File: config.mk
export PLATFORM = sky130hd
export DESIGN_NAME = qeciphy_status_sync
export DESIGN_NICKNAME = d
export VERILOG_FILES = /design/src/rtl/qeciphy_pkg.sv /design/src/rtl/qeciphy_status_filter_ch.sv /design/src/rtl/qeciphy_status_sync.sv
export SDC_FILE = /design/constraint.sdc
export NUM_CORES = 1
export LEC_CHECK = 0
export BUFFER_PORTS_ARGS = -buffer_cell sky130_fd_sc_hd__buf_2
export CAP_MARGIN = 20
export CORE_MARGIN = 3
export CORE_UTILIZATION = 53
export DETAILED_ROUTE_END_ITERATION = 8
export GPL_TIMING_DRIVEN = 0
export PLACE_DENSITY = 0.9
export SLEW_MARGIN = 10
export SYNTH_ARGS = -nofsm -noshare
export SYNTH_HDL_FRONTEND = slang
export SYNTH_HIERARCHICAL = 1
export SYNTH_SLANG_ARGS = --single-unit
File: constraint.sdc
create_clock -name dst_clk_i -period 1.3 [get_ports dst_clk_i]
set_clock_uncertainty 0.1 [all_clocks]
set_input_delay 0.065 -clock dst_clk_i [delete_from_list [all_inputs] [get_ports dst_clk_i]]
set_output_delay 0.065 -clock dst_clk_i [all_outputs]
set_load 0.02 [all_outputs]
File: src/rtl/qeciphy_pkg.sv
// Shared constants and the channel map of the PHY status bank.
package qeciphy_pkg;

  localparam int unsigned QECIPHY_SYNC_STAGES_MIN   = 2;
  localparam int unsigned QECIPHY_FILTER_CYCLES_MIN = 1;
  localparam int unsigned QECIPHY_STATUS_NUM_CH     = 8;

  // Bit positions of the status bank as wired into qeciphy_status_sync.
  typedef enum logic [2:0] {
    GT_RX_RST_DONE       = 3'd0,
    GT_TX_RST_DONE       = 3'd1,
    GT_POWER_GOOD        = 3'd2,
    RX_FAULT_FATAL       = 3'd3,
    RX_RDY               = 3'd4,
    REMOTE_RX_RDY        = 3'd5,
    RX_FIFO_OVERFLOW     = 3'd6,
    RX_DATAPATH_RST_DONE = 3'd7
  } qeciphy_status_ch_e;

  // The stability counter must hold 0..FILTER_CYCLES.
  function automatic int unsigned qeciphy_cnt_width(input int unsigned filter_cycles);
    return (filter_cycles < 1) ? 1 : $clog2(filter_cycles + 1);
  endfunction

endpackage

File: src/rtl/qeciphy_status_filter_ch.sv
// One status channel: flop-chain synchroniser, stability filter, edge pulses and
// an optional sticky change flag (present when QECIPHY_STATUS_SYNC_STICKY_EN is defined).
module qeciphy_status_filter_ch
  import qeciphy_pkg::*;
#(
  parameter int unsigned SYNC_STAGES   = 2,
  parameter int unsigned FILTER_CYCLES = 4,
  parameter logic        RESET_VAL     = 1'b0
) (
  input  logic clk,
  input  logic rst_n,
  input  logic src,
  input  logic sticky_clr,
  output logic status,
  output logic rise,
  output logic fall,
  output logic sticky
);

  localparam int unsigned     CNT_W    = qeciphy_cnt_width(FILTER_CYCLES);
  localparam logic [CNT_W-1:0] CNT_LAST = CNT_W'(FILTER_CYCLES - 1);

  // Only the first stage sees a truly asynchronous input.
  (* ASYNC_REG = "TRUE" *) logic [SYNC_STAGES-1:0] sync_reg;
  logic sync_bit;

  always_ff @(posedge clk or negedge rst_n) begin
    if (!rst_n) begin
      sync_reg <= {SYNC_STAGES{RESET_VAL}};
    end else begin
      sync_reg <= {sync_reg[SYNC_STAGES-2:0], src};
    end
  end

  assign sync_bit = sync_reg[SYNC_STAGES-1];

  logic [CNT_W-1:0] cnt_reg, cnt_next;
  logic             status_reg, status_next;
  logic             rise_reg, rise_next;
  logic             fall_reg, fall_next;

  // Any cycle where the synchronised level agrees with status restarts the count.
  always_comb begin
    cnt_next    = '0;
    status_next = status_reg;
    rise_next   = 1'b0;
    fall_next   = 1'b0;
    if (sync_bit != status_reg) begin
      if (cnt_reg == CNT_LAST) begin
        status_next = sync_bit;
        rise_next   = sync_bit;
        fall_next   = ~sync_bit;
      end else begin
        cnt_next = cnt_reg + CNT_W'(1);
      end
    end
  end

  always_ff @(posedge clk or negedge rst_n) begin
    if (!rst_n) begin
      cnt_reg    <= '0;
      status_reg <= RESET_VAL;
      rise_reg   <= 1'b0;
      fall_reg   <= 1'b0;
    end else begin
      cnt_reg    <= cnt_next;
      status_reg <= status_next;
      rise_reg   <= rise_next;
      fall_reg   <= fall_next;
    end
  end

  assign status = status_reg;
  assign rise   = rise_reg;
  assign fall   = fall_reg;

`ifdef QECIPHY_STATUS_SYNC_STICKY_EN
  logic sticky_reg, sticky_next;

  // A new edge on the same cycle as a clear keeps the flag set.
  always_comb begin
    sticky_next = sticky_reg;
    if (sticky_clr) begin
      sticky_next = 1'b0;
    end
    if (rise_next || fall_next) begin
      sticky_next = 1'b1;
    end
  end

  always_ff @(posedge clk or negedge rst_n) begin
    if (!rst_n) begin
      sticky_reg <= 1'b0;
    end else begin
      sticky_reg <= sticky_next;
    end
  end

  assign sticky = sticky_reg;
`else
  logic unused_sticky_clr;
  assign unused_sticky_clr = sticky_clr;
  assign sticky            = 1'b0;
`endif

endmodule

File: src/rtl/qeciphy_status_sync.sv
// Multi-channel status synchroniser with per-channel stability filter and edge pulses.
// Sticky change flags exist only when QECIPHY_STATUS_SYNC_STICKY_EN is defined.
module qeciphy_status_sync
  import qeciphy_pkg::*;
#(
  parameter int unsigned       NUM_CH        = 8,
  parameter int unsigned       SYNC_STAGES   = 2,
  parameter int unsigned       FILTER_CYCLES = 4,
  parameter logic [NUM_CH-1:0] RESET_VAL     = '0
) (
  input  logic              dst_clk_i,
  input  logic              dst_rst_n_i,
  input  logic [NUM_CH-1:0] src_in_i,
  input  logic [NUM_CH-1:0] sticky_clr_i,
  output logic [NUM_CH-1:0] status_o,
  output logic [NUM_CH-1:0] rise_o,
  output logic [NUM_CH-1:0] fall_o,
  output logic [NUM_CH-1:0] sticky_o
);

  if (NUM_CH < 1) begin : g_bad_num_ch
    $error("qeciphy_status_sync: NUM_CH must be at least 1");
  end

  if (SYNC_STAGES < QECIPHY_SYNC_STAGES_MIN) begin : g_bad_sync_stages
    $error("qeciphy_status_sync: SYNC_STAGES must be at least %0d", QECIPHY_SYNC_STAGES_MIN);
  end

  if (FILTER_CYCLES < QECIPHY_FILTER_CYCLES_MIN) begin : g_bad_filter_cycles
    $error("qeciphy_status_sync: FILTER_CYCLES must be at least %0d", QECIPHY_FILTER_CYCLES_MIN);
  end

  // Channels are independent; no coherency between bits is implied.
  genvar gi;
  for (gi = 0; gi < NUM_CH; gi++) begin : g_ch
    qeciphy_status_filter_ch #(
      .SYNC_STAGES  (SYNC_STAGES),
      .FILTER_CYCLES(FILTER_CYCLES),
      .RESET_VAL    (RESET_VAL[gi])
    ) u_ch (
      .clk       (dst_clk_i),
      .rst_n     (dst_rst_n_i),
      .src       (src_in_i[gi]),
      .sticky_clr(sticky_clr_i[gi]),
      .status    (status_o[gi]),
      .rise      (rise_o[gi]),
      .fall      (fall_o[gi]),
      .sticky    (sticky_o[gi])
    );
  end

endmodule

==> results_dict.tcl <==
set metrics [dict create \
    synthDistinctLibCells 9 \
    critical_path_cell_count 3 \
    synth.ff_latch_count 64 \
    combinational_fraction_of_design_power_pct 23.6 \
    worst_min_delay_path_class "in2async" \
    initial_cell_density_of_the_core_pct 57.2 \
    report.final.slew_viol_count 0 \
    share_clk_of_total_power_pct 30.0 \
    swShare_pct 28.9 \
    seq_area_frac_synth_pct 67.5 \
    unrepaired_setup_endpoints_after_global_routing "no" \
    finalPower_w 0.00573 \
    maxClockFrequency_mhz 790 \
    cap_violations 0 \
    grt_overflow_total 0 \
    die_y_extent_um 72.9 \
    netlist_instances 152 \
    timing.final.setup_violations 0 \
    root_buffer "sky130_fd_sc_hd__clkbuf_8" \
    period_minus_slack_ns 1.27 \
    critical_path_peak_fanout 5 \
    place_hpwl_mm 2.15 \
    run_status "finished, final reports clean" \
    cts_inserted_buffers 9 \
    grt_pass1_vias 1309 \
    initial_drc_count 25 \
    finalWeightedCongestion 0.741 \
    ant_nets 0 \
    synth.area.top_cells "sky130_fd_sc_hd__dfrtp_1 (68%), sky130_fd_sc_hd__nor3b_1 (10%), sky130_fd_sc_hd__nand2b_4 (4.6%), sky130_fd_sc_hd__ha_1 (4.2%), sky130_fd_sc_hd__mux2_2 (3.8%)" \
    num_rows 23 \
    drt_wl_total_mm 3.45 \
    timing.rr.end "g_ch[0].u_ch/status$_DFFE_PN0P_" \
    path_buf_inv 0 \
    synth_area_per_cell_um2 15.6 \
    share_of_the_synthesized_area_in_the_top_cell_type_pct 67.5 \
    p_per_area_nw_per_um2 1970 \
    layout-drive-gt1-share_pct 37.3 \
    fin_crit_share_pct 97.4 \
    detail_route.vias_per_cell 4.81 \
    fin_nets 231 \
    remaining_drc_errors 0 \
    vias 1246 \
    startpoint "g_ch[0].u_ch/cnt_reg[0]$_DFF_PN0_" \
    power.ir.vdd_worst_mv 1.35 \
    critPathArrivalTime_ns 1.38 \
    p_int_w 0.00407 \
    number_of_filler_instances_in_the_final_layout 285 \
    grt_first_pass_wirelength_mm 5.88 \
    power_frac_seq_pct 46.4 \
    io_pins 50 \
    relSlewSlack_pct 48.7 \
    synth.yosys.warnings 6 \
    synth_nets 178 \
    clk_path_buf_depth 2 \
    crit_path_top_delay_cell "sky130_fd_sc_hd__dfrtp_1" \
    hold_violations 0 \
    required_ns 1.42 \
    tritoncts_num_sinks 64 \
    multi_input_area_um2 726 \
    largest_register_ff_count 24 \
    number_of_antenna_violations_at_the_first_check_in_global_routing 0 \
    syn_area_um2 2370 \
    floorplan.die_area_um2 5310 \
    groute.usage.overall_pct 15.4 \
    timing.critical_path.from_type "register" \
    routedWlPerCell_um 13.3 \
    cts_htree_levels 3 \
    cts.clk_slew.worst_paths_ns 0.06 \
    critical-path-max-stage-delay_ns 0.39 \
    syn2layout_area_growth_pct 22.8 \
    register_area_um2 1600 \
    reg2reg_from "g_ch[0].u_ch/cnt_reg[0]$_DFF_PN0_" \
    clk_latency_ns 0.33 \
    path_delay_family "flip-flops" \
    path_cells "ha_1, nand2b_4, mux2_2" \
    r2r_setup_slk_ns 0.03 \
    tritoncts "yes" \
    worst_r2r_path_depth 3 \
    critical_path_start_end_classification "reg2reg" \
    synth_area_leader_cell "sky130_fd_sc_hd__dfrtp_1" \
    fp.dieW_um 72.9 \
    power_leakage_nw 1.42 \
    worstMarginPinSlew_ns 0.770 \
    hold-worst-slack_ns 0.247 \
    port_buffers 33 \
    critical_path.endpoint_type "register" \
    core_area_um2 4140 \
    power_switching_w 0.00166 \
    detailed_routing_iterations_pass_1 4 \
    total_inserted_antenna_cells 0 \
    grt_max_degree 65 \
    cp-endpoint "g_ch[0].u_ch/status$_DFFE_PN0P_" \
]
[synth_stat cells]
library cell and n:
sky130_fd_sc_hd__mux2_2 8, sky130_fd_sc_hd__buf_4 8, sky130_fd_sc_hd__and3b_1 8, sky130_fd_sc_hd__nand2b_4 8
sky130_fd_sc_hd__xnor2_1 8, sky130_fd_sc_hd__conb_1 8, sky130_fd_sc_hd__dfrtp_1 64, sky130_fd_sc_hd__ha_1 8
sky130_fd_sc_hd__nor3b_1 32
[cells in the final DEF, fill, tap and decap left out]
cell type / n
sky130_fd_sc_hd__and3b_1: 8
sky130_fd_sc_hd__nand2b_4: 8
sky130_fd_sc_hd__ha_1: 2
sky130_fd_sc_hd__ha_2: 6
sky130_fd_sc_hd__bufinv_16: 1
sky130_fd_sc_hd__nor3b_1: 32
sky130_fd_sc_hd__mux2_2: 8
sky130_fd_sc_hd__clkinv_2: 2
sky130_fd_sc_hd__xnor2_1: 8
sky130_fd_sc_hd__clkbuf_8: 12
sky130_fd_sc_hd__buf_2: 32
sky130_fd_sc_hd__conb_1: 8
sky130_fd_sc_hd__dlygate4sd3_1: 9
sky130_fd_sc_hd__buf_4: 9
sky130_fd_sc_hd__dfrtp_1: 64
[cell type report]
type                            instances  share of cell area [%]
Timing Repair Buffer                   42                    8.85
Multi-Input combinational cell         80                    24.9
Tap cell                               50                    2.15
Clock buffer                           12                    5.67
Buffer                                  8                    2.06
Sequential cell                        64                    55.0
Clock inverter                          3                    1.37
[kinds of logic after synthesis]
| family | share of synthesized area (%) |
|---|---|
| XOR/XNOR | 2.95 |
| adder cells (fa/ha/maj) | 4.22 |
| buffers and inverters | 2.53 |
| flip-flops | 67.5 |
| multiplexers | 3.80 |
| other | 1.27 |
| AND/OR/NAND/NOR | 17.7 |
[routing by layer]
layer  vias up  track usage, %  part of all wire (%)
li1        604               -                     -
met1       605            17.5                    41
met2        31            23.8                    51
met3         6            8.54                   6.9
met4         0            6.76                   1.2
met5         -               0                     0
[through the flow]
stage / cell area, um2 / utilization (%) / TNS [ns] / setup slack [ns] / std cells
2_1_floorplan: 2370 / - / 0 / 0.0838 / 152
3_3_place_gp: 2600 / 62.7 / -5.52 / -0.0884 / 235
3_5_place_dp: 2600 / 62.8 / 0 / 0.0240 / 235
4_1_cts: 2900 / 69.9 / 0 / 0.0110 / 259
5_1_grt: 2910 / 70.3 / 0 / 0.00268 / 259
6_report: 2910 / 70.3 / 0 / 0.0334 / 259
[how the worst min path moves through the flow]
stage	slack [ns]	end	cells after the start	startpoint
2_1_floorplan	-0.33	g_ch[0].u_ch/cnt_reg[0]$_DFF_PN0_	0	dst_rst_n_i
4_1_cts	0.25	g_ch[0].u_ch/sync_reg[1]$_DFF_PN0_	0	g_ch[0].u_ch/sync_reg[0]$_DFF_PN0_
3_5_place_dp	0.07	g_ch[3].u_ch/sync_reg[0]$_DFF_PN0_	1	src_in_i[3]
5_1_grt	0.26	g_ch[0].u_ch/sync_reg[1]$_DFF_PN0_	0	g_ch[0].u_ch/sync_reg[0]$_DFF_PN0_
3_3_place_gp	0.07	g_ch[4].u_ch/sync_reg[0]$_DFF_PN0_	1	src_in_i[4]
6_report	0.25	g_ch[5].u_ch/cnt_reg[1]$_DFF_PN0_	2	dst_rst_n_i
[what timing repair did]
item,in CTS,in global routing
buffers inserted,0,0
hold endpoints to repair,72,0
hold buffers,9,0
gates resized for setup,0,6
setup endpoints to repair,0,6
[power by group through the flow]
stage / combinational (W) / clock (W) / sequential (W)
3_3_place_gp: 0.00125 / 0 / 0.00266
5_1_grt: 0.00152 / 0.00187 / 0.00271
6_report: 0.00135 / 0.00172 / 0.00266
3_5_place_dp: 0.00132 / 0 / 0.00269
4_1_cts: 0.00136 / 0.00177 / 0.00265
2_1_floorplan: 0.000777 / 0 / 0.00283
[worst reg2reg max path, cell delays in order, from the launching register on]
cell and delay (ns):
sky130_fd_sc_hd__dfrtp_1 0.39, sky130_fd_sc_hd__ha_1 0.25, sky130_fd_sc_hd__nand2b_4 0.10, sky130_fd_sc_hd__mux2_2 0.32
(Power assumes the default switching activity.)
